### config.mk
export PLATFORM = sky130hd
export DESIGN_NAME = sd_cmd_ctrl
export DESIGN_NICKNAME = d
export VERILOG_FILES = /design/src/rtl/sd_pkg.sv /design/src/rtl/sd_crc7.sv /design/src/rtl/sd_cmd_ctrl.sv
export SDC_FILE = /design/constraint.sdc
export NUM_CORES = 1
export LEC_CHECK = 0
export ABC_CLOCK_PERIOD_IN_PS = 5800
export CAP_MARGIN = 0
export CORE_ASPECT_RATIO = 0.6
export CORE_MARGIN = 1.5
export CORE_UTILIZATION = 50
export CTS_BUF_LIST = sky130_fd_sc_hd__clkbuf_2
export DETAILED_ROUTE_END_ITERATION = 16
export PLACE_DENSITY = 0.78
export SETUP_SLACK_MARGIN = 0.02
export SLEW_MARGIN = 25
export SYNTH_ARGS = -nofsm -noshare
export SYNTH_HDL_FRONTEND = slang
export SYNTH_SLANG_ARGS = --single-unit
### constraint.sdc
create_clock -name clk -period 5.8 [get_ports clk]
set_input_delay 0.87 -clock clk [delete_from_list [all_inputs] [get_ports clk]]
set_output_delay 0.87 -clock clk [all_outputs]
set_load 0.005 [all_outputs]
### src/rtl/sd_pkg.sv
// Shared definitions for the SD SPI-mode command controller: FSM encoding,
// frame constants, request payload and frame byte selection.
package sd_pkg;

    localparam int unsigned BYTE_W      = 8;
    localparam int unsigned CMD_IDX_W   = 6;
    localparam int unsigned CMD_ARG_W   = 32;
    localparam int unsigned CRC_W       = 7;
    localparam int unsigned FRAME_BYTES = 6;
    localparam int unsigned BCNT_W      = 3;
    localparam int unsigned PCNT_W      = 8;

    localparam logic [BYTE_W-1:0] POLL_BYTE  = 8'hFF;
    localparam logic [1:0]        START_BITS = 2'b01;

    typedef enum logic [2:0] {
        ST_IDLE    = 3'd0,
        ST_ISSUE   = 3'd1,
        ST_WAIT_HI = 3'd2,
        ST_WAIT_LO = 3'd3,
        ST_NEXT    = 3'd4,
        ST_DONE    = 3'd5
    } state_t;

    typedef struct packed {
        logic [CMD_IDX_W-1:0] index;
        logic [CMD_ARG_W-1:0] arg;
        logic [CRC_W-1:0]     crc;
    } cmd_req_t;

    // Byte idx of the 6-byte command frame; crc is supplied separately so the
    // caller can choose between the requested and a computed CRC7.
    function automatic logic [BYTE_W-1:0] frame_byte(
        input cmd_req_t          req,
        input logic [BCNT_W-1:0] idx,
        input logic [CRC_W-1:0]  crc
    );
        logic [BYTE_W-1:0] b;
        case (idx)
            3'd0:    b = {START_BITS, req.index};
            3'd1:    b = req.arg[31:24];
            3'd2:    b = req.arg[23:16];
            3'd3:    b = req.arg[15:8];
            3'd4:    b = req.arg[7:0];
            3'd5:    b = {crc, 1'b1};
            default: b = POLL_BYTE;
        endcase
        return b;
    endfunction

endpackage

### src/rtl/sd_crc7.sv
// Byte-wide CRC7 (x^7 + x^3 + 1, init 0): combinational byte update, registered
// running value. i_clr restarts the CRC, and may coincide with the first i_en.
module sd_crc7
    import sd_pkg::*;
(
    input  logic              clk,
    input  logic              rst_n,
    input  logic              i_clr,
    input  logic              i_en,
    input  logic [BYTE_W-1:0] i_data,
    output logic [CRC_W-1:0]  o_crc
);

    logic [CRC_W-1:0] r_crc;
    logic [CRC_W-1:0] w_base;
    logic [CRC_W-1:0] w_crc_nxt;

    function automatic logic [CRC_W-1:0] crc7_byte(
        input logic [CRC_W-1:0]  c_in,
        input logic [BYTE_W-1:0] d
    );
        logic [CRC_W-1:0] c;
        logic             fb;
        c = c_in;
        for (int i = BYTE_W - 1; i >= 0; i--) begin
            fb = c[CRC_W-1] ^ d[i];
            c  = {c[CRC_W-2:0], 1'b0};
            if (fb) begin
                c = c ^ 7'h09;
            end
        end
        return c;
    endfunction

    always_comb begin
        w_base    = i_clr ? '0 : r_crc;
        w_crc_nxt = crc7_byte(w_base, i_data);
    end

    always_ff @(posedge clk or negedge rst_n) begin
        if (!rst_n) begin
            r_crc <= '0;
        end else if (i_en) begin
            r_crc <= w_crc_nxt;
        end else if (i_clr) begin
            r_crc <= '0;
        end
    end

    assign o_crc = r_crc;

endmodule

### src/rtl/sd_cmd_ctrl.sv
// SD SPI-mode command controller: sends a 6-byte command frame through a byte
// engine, then polls with 0xFF until an R1 byte or timeout. Option: SD_CMD_CRC7_EN.
module sd_cmd_ctrl
    import sd_pkg::*;
#(
    parameter int unsigned        POLL_MAX = 8,
    parameter logic [BYTE_W-1:0]  DIV_SLOW = 8'd200,
    parameter logic [BYTE_W-1:0]  DIV_FAST = 8'd4
) (
    input  logic                 clk,
    input  logic                 rst_n,
    input  logic                 cmd_start,
    input  logic [CMD_IDX_W-1:0] cmd_index,
    input  logic [CMD_ARG_W-1:0] cmd_arg,
    input  logic [CRC_W-1:0]     cmd_crc,
    input  logic                 fast_mode,
    output logic                 cmd_busy,
    output logic                 cmd_done,
    output logic [BYTE_W-1:0]    resp_r1,
    output logic                 resp_timeout,
    output logic [BYTE_W-1:0]    spi_clk_div,
    output logic [BYTE_W-1:0]    spi_data_write,
    output logic                 spi_write_en,
    output logic                 spi_read_en,
    input  logic [BYTE_W-1:0]    spi_data_read,
    input  logic                 spi_busy
);

    state_t              r_state;
    state_t              w_state_nxt;
    cmd_req_t            r_req;
    logic [BCNT_W-1:0]   r_byte_cnt;
    logic                r_poll_phase;
    logic [PCNT_W-1:0]   r_poll_cnt;
    logic [BYTE_W-1:0]   r_rx;

    cmd_req_t            w_req_nxt;
    logic [BCNT_W-1:0]   w_byte_cnt_nxt;
    logic                w_poll_phase_nxt;
    logic [PCNT_W-1:0]   w_poll_cnt_nxt;
    logic [BYTE_W-1:0]   w_rx_nxt;
    logic                w_busy_nxt;
    logic                w_done_nxt;
    logic [BYTE_W-1:0]   w_resp_nxt;
    logic                w_timeout_nxt;
    logic [BYTE_W-1:0]   w_div_nxt;
    logic [BYTE_W-1:0]   w_data_nxt;
    logic                w_wr_en_nxt;

    logic                w_accept;
    cmd_req_t            w_src_req;
    logic [BCNT_W-1:0]   w_src_idx;
    logic [CRC_W-1:0]    w_frame_crc;
    logic [BYTE_W-1:0]   w_frame_byte;

    assign w_accept = (r_state == ST_IDLE) && cmd_start;

    // Byte 0 is taken straight from the inputs in the acceptance cycle.
    always_comb begin
        w_src_req = r_req;
        w_src_idx = BCNT_W'(r_byte_cnt + 3'd1);
        if (r_state == ST_IDLE) begin
            w_src_req = '{index: cmd_index, arg: cmd_arg, crc: cmd_crc};
            w_src_idx = '0;
        end
        w_frame_byte = frame_byte(w_src_req, w_src_idx, w_frame_crc);
    end

`ifdef SD_CMD_CRC7_EN
    logic w_crc_en;
    logic w_unused_crc;

    assign w_crc_en     = w_accept ||
                          ((r_state == ST_NEXT) && !r_poll_phase &&
                           (r_byte_cnt < BCNT_W'(FRAME_BYTES - 2)));
    assign w_unused_crc = ^{cmd_crc, r_req.crc};

    sd_crc7 u_crc7 (
        .clk    (clk),
        .rst_n  (rst_n),
        .i_clr  (w_accept),
        .i_en   (w_crc_en),
        .i_data (w_frame_byte),
        .o_crc  (w_frame_crc)
    );
`else
    assign w_frame_crc = r_req.crc;
`endif

    always_ff @(posedge clk or negedge rst_n) begin
        if (!rst_n) begin
            r_state <= ST_IDLE;
        end else begin
            r_state <= w_state_nxt;
        end
    end

    always_comb begin
        w_state_nxt = r_state;
        case (r_state)
            ST_IDLE:    if (cmd_start) w_state_nxt = ST_ISSUE;
            ST_ISSUE:   w_state_nxt = ST_WAIT_HI;
            ST_WAIT_HI: if (spi_busy) w_state_nxt = ST_WAIT_LO;
            ST_WAIT_LO: if (!spi_busy) w_state_nxt = ST_NEXT;
            ST_NEXT: begin
                w_state_nxt = ST_ISSUE;
                if (r_poll_phase && (!r_rx[7] || (r_poll_cnt == PCNT_W'(POLL_MAX)))) begin
                    w_state_nxt = ST_DONE;
                end
            end
            ST_DONE:    w_state_nxt = ST_IDLE;
            default:    w_state_nxt = ST_IDLE;
        endcase
    end

    // Next values for the registered outputs and datapath, aligned to w_state_nxt.
    always_comb begin
        w_req_nxt        = r_req;
        w_byte_cnt_nxt   = r_byte_cnt;
        w_poll_phase_nxt = r_poll_phase;
        w_poll_cnt_nxt   = r_poll_cnt;
        w_rx_nxt         = r_rx;
        w_resp_nxt       = resp_r1;
        w_timeout_nxt    = resp_timeout;
        w_div_nxt        = spi_clk_div;
        w_data_nxt       = spi_data_write;
        w_wr_en_nxt      = 1'b0;
        w_busy_nxt       = (w_state_nxt != ST_IDLE) && (w_state_nxt != ST_DONE);
        w_done_nxt       = (w_state_nxt == ST_DONE);

        case (r_state)
            ST_IDLE: begin
                if (cmd_start) begin
                    w_req_nxt        = w_src_req;
                    w_div_nxt        = fast_mode ? DIV_FAST : DIV_SLOW;
                    w_resp_nxt       = POLL_BYTE;
                    w_timeout_nxt    = 1'b0;
                    w_byte_cnt_nxt   = '0;
                    w_poll_phase_nxt = 1'b0;
                    w_poll_cnt_nxt   = '0;
                    w_wr_en_nxt      = 1'b1;
                    w_data_nxt       = w_frame_byte;
                end
            end
            ST_WAIT_LO: begin
                if (!spi_busy) begin
                    w_rx_nxt = spi_data_read;
                end
            end
            ST_NEXT: begin
                if (r_poll_phase) begin
                    if (!r_rx[7]) begin
                        w_resp_nxt    = r_rx;
                        w_timeout_nxt = 1'b0;
                    end else if (r_poll_cnt == PCNT_W'(POLL_MAX)) begin
                        w_resp_nxt    = POLL_BYTE;
                        w_timeout_nxt = 1'b1;
                    end else begin
                        w_poll_cnt_nxt = PCNT_W'(r_poll_cnt + 8'd1);
                        w_wr_en_nxt    = 1'b1;
                        w_data_nxt     = POLL_BYTE;
                    end
                end else if (r_byte_cnt == BCNT_W'(FRAME_BYTES - 1)) begin
                    // Frame complete: received frame bytes are never examined.
                    w_poll_phase_nxt = 1'b1;
                    w_poll_cnt_nxt   = PCNT_W'(1);
                    w_wr_en_nxt      = 1'b1;
                    w_data_nxt       = POLL_BYTE;
                end else begin
                    w_byte_cnt_nxt = BCNT_W'(r_byte_cnt + 3'd1);
                    w_wr_en_nxt    = 1'b1;
                    w_data_nxt     = w_frame_byte;
                end
            end
            default: begin
            end
        endcase
    end

    always_ff @(posedge clk or negedge rst_n) begin
        if (!rst_n) begin
            r_req          <= '0;
            r_byte_cnt     <= '0;
            r_poll_phase   <= 1'b0;
            r_poll_cnt     <= '0;
            r_rx           <= POLL_BYTE;
            cmd_busy       <= 1'b0;
            cmd_done       <= 1'b0;
            resp_r1        <= POLL_BYTE;
            resp_timeout   <= 1'b0;
            spi_clk_div    <= DIV_SLOW;
            spi_data_write <= POLL_BYTE;
            spi_write_en   <= 1'b0;
            spi_read_en    <= 1'b0;
        end else begin
            r_req          <= w_req_nxt;
            r_byte_cnt     <= w_byte_cnt_nxt;
            r_poll_phase   <= w_poll_phase_nxt;
            r_poll_cnt     <= w_poll_cnt_nxt;
            r_rx           <= w_rx_nxt;
            cmd_busy       <= w_busy_nxt;
            cmd_done       <= w_done_nxt;
            resp_r1        <= w_resp_nxt;
            resp_timeout   <= w_timeout_nxt;
            spi_clk_div    <= w_div_nxt;
            spi_data_write <= w_data_nxt;
            spi_write_en   <= w_wr_en_nxt;
            spi_read_en    <= w_wr_en_nxt;
        end
    end

endmodule

Word level (Yosys, flattened, before mapping)
Index checks and enable logic that the tools add are counted.

Word-level logic and storage cells: 97. Input port bits: 58. Output and inout bits: 29. Register bits: 96.

Muxes and demuxes: 43. Add/subtract/negate cells: 2. Eq/ne operators: 21. Bitwise operators: 1. Reductions and logical operators: 15.

Operators by type and width (number): $mux 8 (15); $pmux 8 s2 (3); $pmux 8 s6 (1); $mux 45 (1); $mux 3 (8); $eq 3x3->1 const B (5); $ne 3x3->1 const B (5); $pmux 3 s5 (1); $eq 3x2->1 const B (4); $reduce_and 4->1 (3); $mux 1 (10); $add 8x1->8 const B (1); $eq 8x4->1 const B (1); $ne 2x2->1 const B (4); $eq 3x1->1 const B (2); $logic_not 3->1 (2); $pmux 1 s2 (3); $pmux 3 s2 (1); $reduce_and 2->1 (3); $reduce_and 5->1 (1); $add 3x1->3 const B (1); $reduce_bool 3->1 (1); $logic_and 1x1->1 (2); $reduce_bool 2->1 (1); other kinds (3) (3).

Depth between registers and ports, before layout
Gate-level depths: netlist (run 1).

Word-level depth: 7. Mapped depth: 8. Mapped depth without buffers: 7.

Least setup slack after synthesis (run 1)
Ideal clock, no wire load.

Kind: input-to-reg. From: input spi_busy. To: register r_rx[1]. Library setup time: 0.082 ns. Stages on the path: 4. Arrival: 1.819 ns. Slack: 3.898 ns. Required time: 5.718 ns. Path buffers: 1. Cell sequence: nor2b_1 -> and3_1 -> clkbuf_1 -> mux2_2.

Word-level cells in the longest chain between the ends: 2.

RTL lines: start, declared (RTL line sd_cmd_ctrl.sv:26) `input logic spi_busy`; $not 1->1 (no source line); $reduce_and 2->1 (no source line); end signal, assigned (RTL line sd_cmd_ctrl.sv:200) `r_rx <= w_rx_nxt;`; end, declared (RTL line sd_cmd_ctrl.sv:35) `logic [BYTE_W-1:0] r_rx;`.

Every way passes these cells. A chain may end at the register's enable or synchronous reset.

Worst setup path after layout (run 1)
From: register r_byte_cnt[0]. To: register spi_data_write[4].

Word-level cells in the longest chain between the ends: 7. Elaborated cells on any way between the ends: 14. Classes of those cells: add/sub (1); eq/ne (6); mux (6); reduce/logical (1).

RTL lines: start, declared (RTL line sd_cmd_ctrl.sv:32) `logic [BCNT_W-1:0] r_byte_cnt;`; start signal, assigned (RTL line sd_cmd_ctrl.sv:197) `r_byte_cnt <= w_byte_cnt_nxt;`; $add 3x1->3 (RTL line sd_cmd_ctrl.sv:61) `w_src_idx = BCNT_W'(r_byte_cnt + 3'd1);`; $mux 3 (RTL line sd_cmd_ctrl.sv:62) `if (r_state == ST_IDLE) begin`; $eq 3x3->1 (tied with other cells) (RTL line sd_pkg.sv:39) `case (idx)`; $pmux 8 s6 (RTL line sd_pkg.sv:39); $mux 8 (RTL line sd_cmd_ctrl.sv:163) `end else if (r_byte_cnt == BCNT_W'(FRAME_BYTES - 1)) begin`; $mux 8 (RTL line sd_cmd_ctrl.sv:151) `if (r_poll_phase) begin`; $pmux 8 s2 (*) (RTL line sd_cmd_ctrl.sv:131) `case (r_state)`; end signal, assigned (RTL line sd_cmd_ctrl.sv:206) `spi_data_write <= w_data_nxt;`; end, declared (RTL line sd_cmd_ctrl.sv:22) `output logic [BYTE_W-1:0] spi_data_write,`.

Mark *: on every way between the ends. The rest lies on a longest branch, timed or not. The select of a mux whose other input is x is not followed.

==> results of run 1 <==
==> report_power, final <==
group          total [mW]  leakage (nW)  switching, mW  internal (mW)
Clock               0.325        0.0689          0.222          0.102
Combinational       0.897         0.944          0.392          0.505
Sequential           1.10          1.06          0.179          0.920
Total                2.32          2.07          0.793           1.53
==> metal layers <==
| metal | routed length, um | part of all wire [%] | up-vias | global-route usage [%] |
|---|---|---|---|---|
| li1 | - | - | 1371 | - |
| met1 | 4520 | 50 | 1431 | 32.5 |
| met2 | 3850 | 43 | 88 | 30.9 |
| met3 | 569 | 6.3 | 12 | 6.52 |
| met4 | 107 | 1.2 | 0 | 5.88 |
| met5 | 0 | 0 | - | 0 |
==> cells in the mapped netlist, types with 6 or more instances <==
cell type / count
nor2_1: 15
inv_1: 6
nand3_1: 15
buf_4: 7
o21ai_0: 12
dfstp_2: 25
buf_2: 7
mux2i_1: 10
a21oi_1: 13
dfrtp_1: 65
mux2_2: 56
o22a_1: 8
nand2_1: 20
o21ai_1: 6
clkbuf_1: 6
==> kinds of logic (layout without fill, tap and decap cells) <==
| kind of cell | count (synthesis) | in the layout |
|---|---|---|
| mux | 69 | 69 |
| flops | 90 | 90 |
| buf+inv | 28 | 106 |
| fa+ha+maj | 4 | 4 |
| xor+xnor | 2 | 2 |
| other cells | 1 | 4 |
| simple gates | 77 | 77 |
| compound gates | 66 | 66 |
==> registers in the layout (all words and copies together) (netlist names), 2 cells and up <==
signal          count
resp_r1             8
spi_data_write      8
spi_clk_div         2
r_req              38
r_poll_cnt          8
r_state             3
w_frame_crc         7
r_byte_cnt          3
r_rx                8
==> area by class of cell <==
cell class | instances | area share [%]
Clock buffer | 9 | 0.875
Clock inverter | 7 | 1.48
Inverter | 6 | 0.438
Multi-Input combinational cell | 222 | 34.0
Sequential cell | 90 | 44.4
Tap cell | 108 | 2.63
Timing Repair Buffer | 84 | 16.2
==> worst min-delay path by stage <==
| stage | startpoint | endpoint | slack, ns | cells past startpoint |
|---|---|---|---|---|
| 2_1_floorplan | r_req[12] | r_req[12] | 0.47 | 1 |
| 3_3_place_gp | r_req[43] | r_req[43] | 0.48 | 1 |
| 3_5_place_dp | r_req[43] | r_req[43] | 0.49 | 1 |
| 4_1_cts | rst_n | r_poll_cnt[3] | 0.13 | 1 |
| 5_1_grt | rst_n | r_poll_cnt[3] | 0.12 | 1 |
| 6_report | rst_n | r_poll_cnt[5] | 0.16 | 1 |
==> per-stage QoR <==
stage | cell area (um^2) | util [%] | worst slack [ns]
detailed placement | 5020 | 63.0 | 2.90
global placement | 5020 | 63.0 | 2.99
CTS | 5140 | 64.5 | 2.89
global route | 5150 | 64.5 | 3.04
floorplan | 4190 | - | 3.90
finish | 5150 | 64.5 | 3.24
==> worst reg2reg max path: cells and delay by family, from the launching register on <==
kind,cells,cell delay (ns)
xor gates and xnor gates,1,0.64
adders and majority gates,1,0.41
AOI/OAI and AO/OA,2,0.55
and+or+nand+nor,1,0.13
DFF,1,0.81
==> summary.md, run 1 <==
| Metric | Value |
|---|---|
| WP data required | 6.33 ns |
| Chip Width | 121 um |
| Hpwl dp | 6590 um |
| Largest family of logic cells by synthesized area | multiplexers |
| Slowest cell on the critical path | dfrtp_2 |
| Final count of pins violating max slew | 0 |
| FF-to-FF path depth | 5 |
| Kind of cell adding the most delay to the critical path | flip-flops |
| F_max | 391 MHz |
| Register area | 2280 um^2 |
| Post-synthesis sequential area ratio | 54.7% |
| Via/cell ratio | 5.52 |
| Setup violations, final | 0 |
| Area grow syn2layout | 23.2% |
| Reg2reg end | spi_data_write[4] |
| I/O pin count | 87 |
| Post-route ant nets | 0 |
| Critical Path AT | 3.09 ns |
| Register bit total from synthesis | 90 |
| Rel. slew slack | 47.0% |
| Crit path time final | 2.56 ns |
| Ys Warns | 0 |
| ANT cells | 0 |
| Vias | 2,902 |
| Final nets | 475 |
| Area leader, netlist | dfrtp_1 |
| Post-synthesis average cell area | 12.4 um^2 |
| Overflow after GRT | 0 |
| Antenna violations before repair | 0 |
| Drt first pass iters | 4 |
| Post-CTS setup buffer count | 0 |
| Cells after DPL | 510 |
| Crit path depth | 5 |
| Clock tree sinks | 90 |
| Synth Area in Compound Gates | 11.1% |
| Die area | 8930 um^2 |
| RSZ-0062 raised after global routing | no |
| Worst-path clk slew | 0.25 ns |
| Tcrit/Tclk final | 44.1% |
| Max-Cap Viols | 0 |
| Post-synthesis adder-cell area fraction | 1.20% |
| Total wire length | 9040 um |
| Top cells by area, synth | dfrtp_1 39%, dfstp_2 16%, mux2_2 15%, mux2i_1 2.4%, nand2_1 1.8% |
| Total power | 2.32 mW |
| DR iter-0 viols | 175 |
| Setup CP Type | reg -> reg |
| Post-Synthesis Cells | 337 |
| Detailed-route DRC error count | 0 |
| Worst-case clock buffer depth | 2 |
| Hold Vio Cnt, Final | 0 |
| Die H | 73.8 um |
| Core area | 7980 um^2 |
| Async S/R FF share, synth | 100% |
| Static Leakage | 2.07 nW |
| Max VDD drop | 203 uV |
| CTS tree | built |
| Non-filler cells, final | 526 |
| Synth Flop Type | dfrtp_1 |
| CP bufs+invs | 0 |
| Hold Buf Count CTS | 0 |
| Post-synthesis xor/xnor area fraction | 0.779% |
| Startpoint types | flop |
| GRT Util Overall | 21.8% |
| Post-Syn Area | 4180 um^2 |
| Endpoint kind of the worst setup timing path | flop |
| Total power per unit cell area | 451 nW/um^2 |
| Number of enable flip-flop cells after synthesis | 0 |
| Post-synthesis simple-gate area fraction | 9.65% |
| Hold Slack | 0.164 ns |
| Most common cell after layout, fill and taps aside | clkdlybuf4s50_1 |
| Hold crit path type | in -> async |
| Layout cells sized above 1 | 27.8% |
| Worst-path cell chain | ha_1, xor2_2, nor2_1, a22o_1, o32a_1 |
| Critical Path Start | r_byte_cnt[0] |
| Wirelength per Cell | 17.2 um |
| FF-to-FF Start | r_byte_cnt[0] |
| Initial core utilization | 52.4% |
| Largest net degree at the start of global routing | 66 |
| GP Congestion | 0.802 |
| Critical path's largest stage delay | 0.81 ns |
| End point of the critical path | spi_data_write[4] |
| TNS Setup | 0 ns |
| # H-tree levels | 3 |
| Most frequent cells in the layout | 81 x clkdlybuf4s50_1, 64 x dfrtp_1, 56 x mux2_2, 25 x dfstp_2, 20 x nand2_1 |
| Port-buffer cells | 82 |
| Layout Skew | 0.0272 ns |
| CTS resizes | 0 |
| Slew @ Worst Pin | 0.795 ns |
| Share of the synthesized area in the top cell type | 38.9% |
| CTS buffer count | 9 |
| Outcome | complete, no violations |
| Reg-to-reg setup timing slack | 3.24 ns |
| CP Max Fanout | 28 |
| First-pass GRT wire length | 14,700 um |
| Number of global-route vias before repair | 2,890 |
| Filler cells | 653 |
| Row count | 25 |
| Root buffer cell | clkbuf_2 |
| Clock Latency Late Sink | 0.57 ns |
| Post-synth cell types | 53 |
| Footprint of the multi-input gates | 1750 um^2 |
| Post-synthesis mux area share | 18.8% |
Note: power is estimated with default switching activity, not from simulation.
==> run 2: changes to the inputs <==
--- a/config.mk
+++ b/config.mk
@@ -5,7 +5,7 @@
 export SDC_FILE = /design/constraint.sdc
 export NUM_CORES = 1
 export LEC_CHECK = 0
-export ABC_CLOCK_PERIOD_IN_PS = 5800
+export ABC_CLOCK_PERIOD_IN_PS = 2500
 export CAP_MARGIN = 0
 export CORE_ASPECT_RATIO = 0.6
 export CORE_MARGIN = 1.5
==> constraint.sdc (replaced) <==
create_clock -name clk -period 2.5 [get_ports clk]
set_input_delay 0.375 -clock clk [delete_from_list [all_inputs] [get_ports clk]]
set_output_delay 0.375 -clock clk [all_outputs]
set_load 0.005 [all_outputs]
==> summary.md, run 2 (same netlist as run 1, synthesis figures left out) <==
| Metric | Value |
|---|---|
| Outcome | complete, no violations |
| Root buffer cell | clkbuf_2 |
| Endpoint kind of the worst setup timing path | flop |
| Kind of cell adding the most delay to the critical path | compound AO/OA/AOI/OAI gates |
| Overflow after GRT | 0 (unchanged) |
| Port-buffer cells | 82 (unchanged) |
| Initial core utilization | 52.4% (unchanged) |
| GRT Util Overall | 22.6% (+0.78 points) |
| CP Max Fanout | 16 (-43%) |
| I/O pin count | 87 (unchanged) |
| DR iter-0 viols | 183 (+4.6%) |
| Antenna violations before repair | 0 (unchanged) |
| Hold crit path type | in -> async |
| Die H | 73.8 um (unchanged) |
| Total power per unit cell area | 1020 nW/um^2 (+130%) |
| Final count of pins violating max slew | 0 (unchanged) |
| Layout cells sized above 1 | 27.9% (+0.18 points) |
| Switch share | 34.0% (-0.12 points) |
| Hpwl dp | 6810 um (+3.3%) |
| Detailed-route DRC error count | 0 (unchanged) |
| TNS Setup | 0 ns (unchanged) |
| CTS buffer count | 9 (unchanged) |
| DP Area | 5080 um^2 (+1.0%) |
| NetSw | 1.79 mW (+130%) |
| F_max | 453 MHz (+16%) |
| End point of the critical path | r_poll_cnt[2] |
| Critical path's largest stage delay | 0.47 ns (-0.34 ns) |
| Crit path depth | 7 (+2) |
| Tcrit/Tclk final | 88.2% (+44 points) |
| Slowest cell on the critical path | dfrtp_1 |
| ANT cells | 0 (unchanged) |
| Die area | 8930 um^2 (unchanged) |
| CP bufs+invs | 1 (+1) |
| Slew @ Worst Pin | 0.752 ns (-0.0425 ns) |
| Max reg flops | 38 (unchanged) |
| Setup CP Type | reg -> reg |
| Row count | 25 (unchanged) |
| Max-Cap Viols | 0 (unchanged) |
| Via/cell ratio | 5.51 (about the same) |
| Drt first pass iters | 4 (unchanged) |
| Max VDD drop | 516 uV (+150%) |
| Worst-path cell chain | inv_1, ha_1, nor4b_1, a31oi_2, o22ai_4, o21ai_0, a21oi_1 |
| Area grow syn2layout | 23.8% |
| CTS resizes | 0 (unchanged) |
| Number of global-route vias before repair | 2,967 (+2.7%) |
| CTS tree | built |
| Worst-case clock buffer depth | 2 (unchanged) |
| Wirelength per Cell | 17.1 um (-0.40%) |
| Critical Path AT | 2.69 ns (-0.40 ns) |
| WP data required | 2.99 ns (-3.34 ns) |
| Hold Vio Cnt, Final | 0 (unchanged) |
| Setup violations, final | 0 (unchanged) |
| Final nets | 483 (+1.7%) |
| First-pass GRT wire length | 15,100 um (+3.2%) |
| Crit path time final | 2.21 ns (-0.352 ns) |
| Post-route ant nets | 0 (unchanged) |
| RSZ-0062 raised after global routing | no |
| Most common cell after layout, fill and taps aside | clkdlybuf4s50_1 |
| Design internal power | 3.47 mW (+130%) |
| Total wire length | 9140 um (+1.1%) |
| Reg-to-reg setup timing slack | 0.29 ns (-2.95 ns) |
| Critical Path Start | r_poll_cnt[0] |
| Layout Skew | 0.0216 ns (-0.00557 ns) |
| Largest Register | r_req |
| Static Leakage | 2.10 nW (+1.4%) |
| Largest net degree at the start of global routing | 33 (-50%) |
| # H-tree levels | 3 (unchanged) |
| Register area | 2280 um^2 (about the same) |
| Worst-path clk slew | 0.22 ns (-0.03 ns) |
| Vias | 2,945 (+1.5%) |
| Seq pwr share | 47.1% (-0.3 points) |
| Final Cell Area | 5170 um^2 (+0.46%) |
| Chip Width | 121 um (unchanged) |
| Clock power frac | 11.5% (-2.5 points) |
| GP Congestion | 0.841 (+4.8%) |
| Combinational fraction of design power | 41.4% (+2.7 points) |
| FF-to-FF path depth | 7 (+2) |
| Most frequent cells in the layout | 81 x clkdlybuf4s50_1, 65 x dfrtp_1, 56 x mux2_2, 25 x dfstp_2, 20 x nand2_1 |
| Footprint of the multi-input gates | 1750 um^2 (unchanged) |
| Startpoint types | flop |
| Clock Latency Late Sink | 0.56 ns (about the same) |
| Reg2reg end | r_poll_cnt[2] |
| FF-to-FF Start | r_poll_cnt[0] |
| Filler cells | 634 (-2.9%) |
| Clock tree sinks | 90 (unchanged) |
| Rel. slew slack | 49.8% (+2.8 points) |
| Core area | 7980 um^2 (unchanged) |
run 2: changes by cell type in the layout (fill, tap and decap cells not counted), sizes merged:
cell and change:
clkinvlp -2, dlygate4sd3 +1, bufinv -1, clkbuf +1
clkinv +4, inv -2, buf +7
run 2: power groups by stage:
stage          clock network, mW  registers, mW  logic, mW
6_report                   0.603           2.48       2.18
3_3_place_gp                   0           2.48       2.13
4_1_cts                    0.626           2.48       2.19
5_1_grt                    0.680           2.56       2.41
3_5_place_dp                   0           2.52       2.18
2_1_floorplan                  0           2.41       1.54
run 2: repair_timing:
action,4_1_cts,5_1_grt
hold buffers,1,0
buffers inserted,0,0
hold endpoints to repair,29,0
run 2: cell type report:
| cell class | instances | share of cell area (%) |
|---|---|---|
| Timing Repair Buffer | 92 | 17.3 |
| Multi-Input combinational cell | 222 | 33.8 |
| Clock buffer | 10 | 0.968 |
| Sequential cell | 90 | 44.2 |
| Clock inverter | 6 | 0.653 |
| Inverter | 6 | 0.436 |
| Tap cell | 108 | 2.61 |
run 2: how the worst min path moves through the flow:
stage,startpoint,endpoint,slack [ns],cells past startpoint
3_3_place_gp,rst_n,r_poll_cnt[6],0.33,1
4_1_cts,rst_n,r_poll_cnt[0],0.21,2
2_1_floorplan,rst_n,cmd_busy,0.08,0
5_1_grt,rst_n,r_req[12],0.22,2
3_5_place_dp,rst_n,r_poll_cnt[6],0.34,1
6_report,rst_n,r_poll_cnt[0],0.26,2
run 2: per-layer routing:
metal	GRT usage [%]	share of wire (%)	vias to the layer above
li1	-	-	1381
met1	32.0	49	1482
met2	33.5	44	75
met3	7.07	6.2	7
met4	6.93	0.95	0
met5	0	0	-
run 2: worst reg2reg max path, delay by kind of cell (launching register included):
| family | cells | cell delay (ns) |
|---|---|---|
| simple gates | 1 | 0.45 |
| fa+ha+maj | 1 | 0.14 |
| buf+inv | 1 | 0.08 |
| flops | 1 | 0.47 |
| compound gates | 4 | 0.99 |
run 2: metrics by stage:
stage          hold WS (ns)  power, mW  utilization (%)  cells  setup slack [ns]
3_5_place_dp          0.336       4.70             63.6    517             0.384
5_1_grt               0.221       5.64             64.8    534             0.156
6_report              0.255       5.27             64.8    534             0.295
2_1_floorplan        0.0794       3.95                -    340             0.640
4_1_cts               0.214       5.30             64.8    534             0.309
3_3_place_gp          0.333       4.61             63.6    517             0.438
